## config.mk

```make
export PLATFORM = sky130hd
export DESIGN_NAME = game_move
export DESIGN_NICKNAME = d
export VERILOG_FILES = /design/src/rtl/game_move.sv
export SDC_FILE = /design/constraint.sdc
export NUM_CORES = 1
export LEC_CHECK = 0
export CORE_ASPECT_RATIO = 0.6
export CORE_MARGIN = 1.5
export CORE_UTILIZATION = 50
export DETAILED_ROUTE_END_ITERATION = 8
export PLACE_DENSITY = 0.79
export SLEW_MARGIN = 30
export SYNTH_ARGS = -nofsm -noshare
export SYNTH_HDL_FRONTEND = slang
export SYNTH_SLANG_ARGS = --single-unit
```

## constraint.sdc

```tcl
create_clock -name clk -period 7.4 [get_ports clk]
set_clock_uncertainty 0.2 [all_clocks]
set_input_delay 1.11 -clock clk [delete_from_list [all_inputs] [get_ports clk]]
set_output_delay 1.11 -clock clk [all_outputs]
set_load 0.1 [all_outputs]
```

## src/rtl/game_move.sv

```systemverilog
// game_move: move engine feeding game_retract.
// Latches the current game state on a move request, resolves walk / push / blocked over
// CALC and CHECK, then issues a single-cycle command strobe (en/sel/bm/mm) to
// game_retract. Also tracks a saturating step counter and a registered level-complete flag.
//
// Ports:
//   clk, rst            clock, synchronous active-high reset
//   game_state [133:0]  live state from game_retract ([133:128] player pos, [127:0] 64x2b map)
//   goal_mask  [63:0]   per-level goal cells
//   dir        [1:0]    00 up, 01 down, 10 left, 11 right
//   move_req, retract_req, restart_req   requests, sampled only when idle
//   real_retract        game_retract actually restored a state (sampled in SETTLE)
//   game_state_bm/mm    state before/after the committed move
//   game_state_en, sel  command strobe and code (0 reload, 1 commit, 2 retract)
//   busy, move_ok, pushed, level_done, step_cnt   status
module game_move #(
    parameter int unsigned STEP_W = 10
) (
    input  logic              clk,
    input  logic              rst,
    input  logic [133:0]      game_state,
    input  logic [63:0]       goal_mask,
    input  logic [1:0]        dir,
    input  logic              move_req,
    input  logic              retract_req,
    input  logic              restart_req,
    input  logic              real_retract,
    output logic [133:0]      game_state_bm,
    output logic [133:0]      game_state_mm,
    output logic              game_state_en,
    output logic [1:0]        sel,
    output logic              busy,
    output logic              move_ok,
    output logic              pushed,
    output logic              level_done,
    output logic [STEP_W-1:0] step_cnt
);

    typedef enum logic [2:0] {StIdle, StCalc, StCheck, StIssue, StSettle} state_e;

    localparam logic [1:0] CellFloor = 2'b00;
    localparam logic [1:0] CellBox   = 2'b10;
    localparam logic [1:0] SelLoad   = 2'd0;
    localparam logic [1:0] SelMove   = 2'd1;
    localparam logic [1:0] SelUndo   = 2'd2;
    localparam logic [STEP_W-1:0] StepMax = '1;

    state_e             state_q, state_d;
    logic [133:0]       s_q, s_d;
    logic [1:0]         d_q, d_d;
    logic [1:0]         cmd_q, cmd_d;
    logic [5:0]         t1_q, t1_d, t2_q, t2_d;
    logic               edge1_q, edge1_d, edge2_q, edge2_d;
    logic [133:0]       mm_calc_q, mm_calc_d;
    logic               push_q, push_d;
    logic [133:0]       bm_q, bm_d, mm_q, mm_d;
    logic               en_q, en_d, move_ok_q, move_ok_d, pushed_q, pushed_d;
    logic [1:0]         sel_q, sel_d;
    logic               busy_q, busy_d, done_q, done_d;
    logic [STEP_W-1:0]  step_q, step_d;

    logic [2:0]   row, col;
    logic [1:0]   c1, c2;
    logic [133:0] mm_tmp;
    logic         all_boxed;

    always_comb begin
        state_d   = state_q;
        s_d       = s_q;
        d_d       = d_q;
        cmd_d     = cmd_q;
        t1_d      = t1_q;
        t2_d      = t2_q;
        edge1_d   = edge1_q;
        edge2_d   = edge2_q;
        mm_calc_d = mm_calc_q;
        push_d    = push_q;
        bm_d      = bm_q;
        mm_d      = mm_q;
        en_d      = 1'b0;
        sel_d     = sel_q;
        move_ok_d = 1'b0;
        pushed_d  = 1'b0;
        step_d    = step_q;
        row       = s_q[133:131];
        col       = s_q[130:128];
        c1        = s_q[{t1_q, 1'b0} +: 2];
        c2        = s_q[{t2_q, 1'b0} +: 2];
        mm_tmp    = s_q;

        // Win flag tracks the live input, independent of the FSM.
        all_boxed = 1'b1;
        for (int i = 0; i < 64; i++) begin
            if (goal_mask[i] && game_state[2*i +: 2] != CellBox) all_boxed = 1'b0;
        end
        done_d = all_boxed && (|goal_mask);

        unique case (state_q)
            StIdle: begin
                if (restart_req) begin
                    cmd_d   = SelLoad;
                    state_d = StIssue;
                end else if (retract_req) begin
                    cmd_d   = SelUndo;
                    state_d = StIssue;
                end else if (move_req) begin
                    s_d     = game_state;
                    d_d     = dir;
                    state_d = StCalc;
                end
            end
            StCalc: begin
                // Wrapped targets are computed but always masked by the edge flags.
                unique case (d_q)
                    2'b00: begin
                        edge1_d = (row == 3'd0);
                        edge2_d = (row < 3'd2);
                        t1_d    = {row - 3'd1, col};
                        t2_d    = {row - 3'd2, col};
                    end
                    2'b01: begin
                        edge1_d = (row == 3'd7);
                        edge2_d = (row > 3'd5);
                        t1_d    = {row + 3'd1, col};
                        t2_d    = {row + 3'd2, col};
                    end
                    2'b10: begin
                        edge1_d = (col == 3'd0);
                        edge2_d = (col < 3'd2);
                        t1_d    = {row, col - 3'd1};
                        t2_d    = {row, col - 3'd2};
                    end
                    default: begin
                        edge1_d = (col == 3'd7);
                        edge2_d = (col > 3'd5);
                        t1_d    = {row, col + 3'd1};
                        t2_d    = {row, col + 3'd2};
                    end
                endcase
                state_d = StCheck;
            end
            StCheck: begin
                mm_tmp[133:128] = t1_q;
                state_d         = StIdle;
                if (!edge1_q && c1 == CellFloor) begin
                    mm_calc_d = mm_tmp;
                    push_d    = 1'b0;
                    cmd_d     = SelMove;
                    state_d   = StIssue;
                end else if (!edge1_q && c1 == CellBox && !edge2_q && c2 == CellFloor) begin
                    mm_tmp[{t1_q, 1'b0} +: 2] = CellFloor;
                    mm_tmp[{t2_q, 1'b0} +: 2] = CellBox;
                    mm_calc_d = mm_tmp;
                    push_d    = 1'b1;
                    cmd_d     = SelMove;
                    state_d   = StIssue;
                end
            end
            StIssue: begin
                // Outputs are registered, so the strobe is visible during SETTLE.
                en_d  = 1'b1;
                sel_d = cmd_q;
                if (cmd_q == SelMove) begin
                    bm_d      = s_q;
                    mm_d      = mm_calc_q;
                    move_ok_d = 1'b1;
                    pushed_d  = push_q;
                    if (step_q != StepMax) step_d = step_q + 1'b1;
                end else if (cmd_q == SelLoad) begin
                    step_d = '0;
                end
                state_d = StSettle;
            end
            default: begin
                if (cmd_q == SelUndo && real_retract && step_q != '0) step_d = step_q - 1'b1;
                state_d = StIdle;
            end
        endcase

        busy_d = (state_d != StIdle);
    end

    always_ff @(posedge clk) begin
        if (rst) begin
            state_q   <= StIdle;
            s_q       <= '0;
            d_q       <= '0;
            cmd_q     <= '0;
            t1_q      <= '0;
            t2_q      <= '0;
            edge1_q   <= 1'b0;
            edge2_q   <= 1'b0;
            mm_calc_q <= '0;
            push_q    <= 1'b0;
            bm_q      <= '0;
            mm_q      <= '0;
            en_q      <= 1'b0;
            sel_q     <= '0;
            move_ok_q <= 1'b0;
            pushed_q  <= 1'b0;
            busy_q    <= 1'b0;
            done_q    <= 1'b0;
            step_q    <= '0;
        end else begin
            state_q   <= state_d;
            s_q       <= s_d;
            d_q       <= d_d;
            cmd_q     <= cmd_d;
            t1_q      <= t1_d;
            t2_q      <= t2_d;
            edge1_q   <= edge1_d;
            edge2_q   <= edge2_d;
            mm_calc_q <= mm_calc_d;
            push_q    <= push_d;
            bm_q      <= bm_d;
            mm_q      <= mm_d;
            en_q      <= en_d;
            sel_q     <= sel_d;
            move_ok_q <= move_ok_d;
            pushed_q  <= pushed_d;
            busy_q    <= busy_d;
            done_q    <= done_d;
            step_q    <= step_d;
        end
    end

    assign game_state_bm = bm_q;
    assign game_state_mm = mm_q;
    assign game_state_en = en_q;
    assign sel           = sel_q;
    assign busy          = busy_q;
    assign move_ok       = move_ok_q;
    assign pushed        = pushed_q;
    assign level_done    = done_q;
    assign step_cnt      = step_q;

endmodule

```

==> Word-level counts from Yosys, hierarchy flattened <==
Cells that the tools add are included.
{ "word_totals": {"elab_cells": 311, "reg_bits": 575, "output_inout_bits": 285, "inputBits": 206} }
{ "op_classes": {"n_shift": 6, "n_reduce_logical": 94, "n_eq_ne": 79, "n_addsub": 12, "muxes": 92, "n_lt_le_gt_ge": 4, "bitwise": 5} }
{ "op_table": {"columns": ["cell", "n"], "rows": [
  ["$bwmux 134", 2],
  ["$mux 134", 2],
  ["$shift 2x9->134 const A", 2],
  ["$shiftx 134x8->2", 2],
  ["$shiftx 2x9->134 const A", 2],
  ["$ne 2x2->1 const B", 64],
  ["$logic_and 1x1->1", 71],
  ["$mux 1", 68],
  ["$reduce_or 64->1", 1],
  ["$mux 10", 4],
  ["$pmux 6 s3", 2],
  ["$pmux 10 s2", 1],
  ["$neg 7->9", 2],
  ["$mux 2", 6],
  ["$ne 3x3->1 const B", 4],
  ["$pmux 3 s4", 1],
  ["$add 10x1->10 const B", 1],
  ["$ne 10x10->1 const B", 1],
  ["$reduce_bool 10->1", 1],
  ["$sub 10x1->10 const B", 1],
  ["$logic_not 3->1", 3],
  ["$mux 3", 3],
  ["$logic_not 2->1", 4],
  ["$reduce_and 4->1", 2],
  ["other kinds (21)", 42]
]} }

==> Longest topological paths before layout <==
{ "depth": {"word_depth": 67, "depth_mapped": 13, "depth_no_buf": 9} }

==> Worst setup path before layout <==
No wires, ideal clock.
{ "synth_timing": {"kind": "flip-flop to flip-flop", "startpoint": "register t1_q[0]", "endpoint": "register mm_calc_q[55]", "t_required_ns": 7.081, "slack_ns": 4.245, "arrival_ns": 2.836, "synth_period_minus_slack_ns": 3.155, "n_path_buf": 4, "setup_ns": 0.119, "path_stages_with_launch": 12, "cell_sequence": "dfxtp_1 > buf_6 > buf_6 > mux4_2 > nand3_1 > a311oi_1 > or4_4 > buf_6 > o31ai_4 > buf_2 > o211ai_2 > o221a_2"} }
{ "synth_between": {"elab_chain_len": 7, "elab_cells_between_ends": 16, "classes_between": "add/sub: 1; eq/ne: 1; shift: 3; mux: 4; reduce/logical: 7"} }
{ "synth_rtl": {"columns": ["element", "line", "source"], "rows": [
  ["start, declared", "52", "logic [5:0] t1_q, t1_d, t2_q, t2_d;"],
  ["start signal, assigned", "209", "t1_q <= t1_d;"],
  ["$shiftx 134x8->2", "87", "c1 = s_q[{t1_q, 1'b0} +: 2];"],
  ["$eq 2x2->1", "150", "end else if (!edge1_q && c1 == CellBox && !edge2_q && c2 == CellFloor) begin"],
  ["$logic_and 1x1->1 (3 in series)", "150", null],
  ["$reduce_bool 2->1 (no line)", null, null],
  ["$reduce_and 2->1 (no line)", null, null],
  ["end signal, assigned", "213", "mm_calc_q <= mm_calc_d;"],
  ["end, declared", "54", "logic [133:0] mm_calc_q, mm_calc_d;"]
]} }
Parallel ways exist; a longest one is shown, timed or not. The select of a mux whose other input is x is not followed.
A chain may end at the register's enable or synchronous reset.

==> Final worst setup path <==
{ "layout_timing": {"startpoint": "register t1_q[2]", "endpoint": "register mm_calc_q[94]"} }
Same word-level chain as after synthesis.

==> impl_results.md <==
* Starting Density at 50.8%
* DR WL/cell at 24.9 um
* Layout cells sized above 1 at 6.52%
* Worst R2R Start: t1_q[2]
* First drt pass iteration count at 8
* Fill cells at 4448
* Cell count of the worst hold path at 2
* Hold crit path type: flip-flop to flip-flop
* Area delta synth->final at 26.0%
* Worst setup SP type: flip-flop
* Die area at 53200 um^2
* Worst EP required at 7.68 ns
* Final setup viols at 0
* Row count at 64
* Vias per Instance at 6.27
* Tmin final at 4.84 ns
* Arr. time, crit path at 5.12 ns
* Fmax at 206 MHz
* Synth Area in Compound Gates at 23.6%
* Largest family of logic cells by synthesized area: compound AO/OA/AOI/OAI gates
* FFs w/ async S/R, synth at 0%
* Setup Buffers After CTS at 0
* Max-slew headroom at 22.8%
* XOR/XNOR share of the synthesized area at 0.609%
* Post-synth EDFFs at 0
* M2 GR Usage at 57.9%
* Number of global-route vias before repair at 24200
* Adder-Cell Fraction of Synth Area at 0.734%
* Final Net Count at 3798
* Post-DRT Antenna Nets at 0
* Worst R2R Setup Slack at 2.56 ns
* Register area at 11500 um^2
* Vias at 27000
* Multiplexer share of the synthesized area at 4.14%
* CTS Root Cell: clkbuf_16
* RSZ-0062 raised after global routing: no
* Worst-case clock buffer depth at 3
* Worst hold endpoint: game_state_mm[24]
* CTS tree: built
* First-pass GRT wire length at 157000 um
* Cells after Synth at 3270
* Diode count at 0
* Final core utilization at 64.0%
* Synth top cells by count: nand2_1, dfxtp_1, a21oi_1
* Status: finished, final reports clean
* Clock transition at path regs at 0.07 ns
* Worst-case reg-to-reg path depth at 9
* Syn_nets at 3490
* Synth Area in Simple Gates at 20.6%
* RR Endpoint: mm_calc_q[94]
* Endpoint class of the critical path: flip-flop
* Met3 usage at 12.1%
* Drt total wl at 107000 um
* Mean Syn Cell Area at 7.92 um^2
* P_leak at 10.3 nW
* Fin. Hold Viols at 0
* Multi-input logic area at 12900 um^2
* Peak VDD IR at 0.405 mV
* # resized after CTS at 0
* Dominant cell type by area after synthesis: dfxtp_1
* YS warnings at 0
* Mapped Area at 25900 um^2
* Worst skew pair latency at 0.59 ns
* Grt ovf at 0
* I/O pins at 491
* M1 GR Usage at 53.5%
* Hold_sp: game_state_mm[24]
* Most used routing layer: met2
* Number of CTS-inserted buffers at 51
* Clk sinks at 575
* Pin count of the biggest net entering global routing at 216
* Non-Filler Instances at 4310
* Final worst-path cycle share at 65.5%
* 1st-iter DRT viols at 3782
* Post-route DRC at 0
* Synth top area share at 44.4%
* Ranking of synthesized cells by area: dfxtp_1, nand2_1, a21oi_1, mux4_2, clkbuf_1
* Cell with the most instances after synthesis: nand2_1
* Cell variety after synth at 82
* Max-cap violations at 0
* Total GRT Usage at 38.8%
* Number of port buffers at 490
* Main flop type after synthesis: dfxtp_1
* Slew @ Worst Pin at 1.15 ns
* Die width at 297 um
* DP Cell Count at 4213
* Crit path max fanout at 60
* Seq/Total Area, Yosys at 44.4%
* Synthesized flop and latch total at 575
* Post-DP HPWL at 76900 um
* WS Path Type: flip-flop to flip-flop
* Core Footprint at 51000 um^2
* Routability cong. at 1.05
* Hold Buf Count CTS at 0
* Pwr/cell area at 297 nW/um^2
* H-tree level count at 2
* Final setup TNS at 0 ns
* Die Height at 179 um
* Initial antenna violation count at 2
* Slew Viols, Final at 0
[power breakdown]
part | total [mW] | internal [mW] | leakage (nW) | switching, mW
Clock | 2.72 | 1.51 | 0.824 | 1.20
Combinational | 3.22 | 0.973 | 4.88 | 2.24
Sequential | 3.75 | 3.37 | 4.65 | 0.383
[flip-flops by register name (all words and copies together) (netlist names)]
register,count
edge1_q,1
level_done,1
cmd_q,2
edge2_q,1
mm_calc_q,134
push_q,1
d_q,2
pushed,1
t1_q,6
busy,1
s_q,134
game_state_mm,134
step_cnt,10
game_state_en,1
state_q,3
sel,2
game_state_bm,134
move_ok,1
t2_q,6
[stage by stage]
step	hold slack (ns)	setup slack [ns]	total power [mW]	instance area (um^2)
global placement	0.241	2.48	6.78	30900
floorplan	0.227	4.25	5.78	25900
finish	0.253	2.56	9.69	32600
CTS	0.255	2.39	9.44	32500
global route	0.266	2.43	9.96	32600
detailed placement	0.245	2.40	6.78	30900
[cell usage in the layout (no fill, tap or decap), types with 10 or more instances in the layout]
cell type,count
a211oi_1,15
a21oi_1,518
a22oi_1,13
a311oi_1,71
and2_1,10
buf_2,11
buf_4,36
clkbuf_1,15
clkbuf_16,53
clkbuf_8,13
clkdlybuf4s50_1,478
dfxtp_1,574
ha_1,12
inv_1,89
mux2i_1,17
mux4_2,40
nand2_1,900
nand2b_1,30
nand3_1,39
nand4_1,23
nor2_1,93
nor2b_1,15
nor3_1,38
nor3b_1,11
nor4_1,28
o2111ai_1,14
o211ai_1,29
o21ai_0,111
o21ai_1,12
o22a_1,18
o22ai_1,14
o31ai_1,51
o32ai_1,17
or2_2,26
[worst max-delay path, stage by stage, from the launching register on]
cell and delay (ns):
dfxtp_1 0.81, buf_4 0.39, mux4_2 0.36, a22oi_1 0.19, a311oi_1 0.19, or4_4 0.73, o311ai_4 0.14, buf_4 0.61
nand3_2 0.61, o32ai_1 0.44
[layout make-up]
type / count / area share, %
inverter: 91 / 1.05
clock buffer: 81 / 4.78
clock inverter: 11 / 0.341
sequential: 575 / 35.3
tap: 693 / 2.66
timing repair buffer: 536 / 16.3
multi-input combinational: 2323 / 39.6
[logic make-up (layout without fill, tap and decap cells)]
family                     Yosys count  in the layout
muxes                               57             57
DFF                                575            575
adders and majority gates           14             14
buffers and inverters              372            719
AOI/OAI and AO/OA                  980            980
and+or+nand+nor                   1254           1254
xor gates and xnor gates            18             18
[worst max path at each step]
stage,from,endpoint,slack (ns),cells past startpoint
6_report,t1_q[2],mm_calc_q[94],2.56,9
5_1_grt,t1_q[0],mm_calc_q[62],2.43,9
4_1_cts,t1_q[2],mm_calc_q[123],2.39,9
3_5_place_dp,t1_q[2],mm_calc_q[117],2.40,9
3_3_place_gp,t1_q[2],mm_calc_q[115],2.48,9
2_1_floorplan,t1_q[0],mm_calc_q[55],4.25,11
[per-layer routing]
metal / vias up / share of wire, % / wire (um)
met5: - / 0.0093 / 10
met4: 2 / 3.7 / 3990
met3: 304 / 13 / 14200
met2: 1799 / 42 / 44700
met1: 12800 / 41 / 44200
li1: 12100 / - / -
Power figures use the tool's default switching activity.
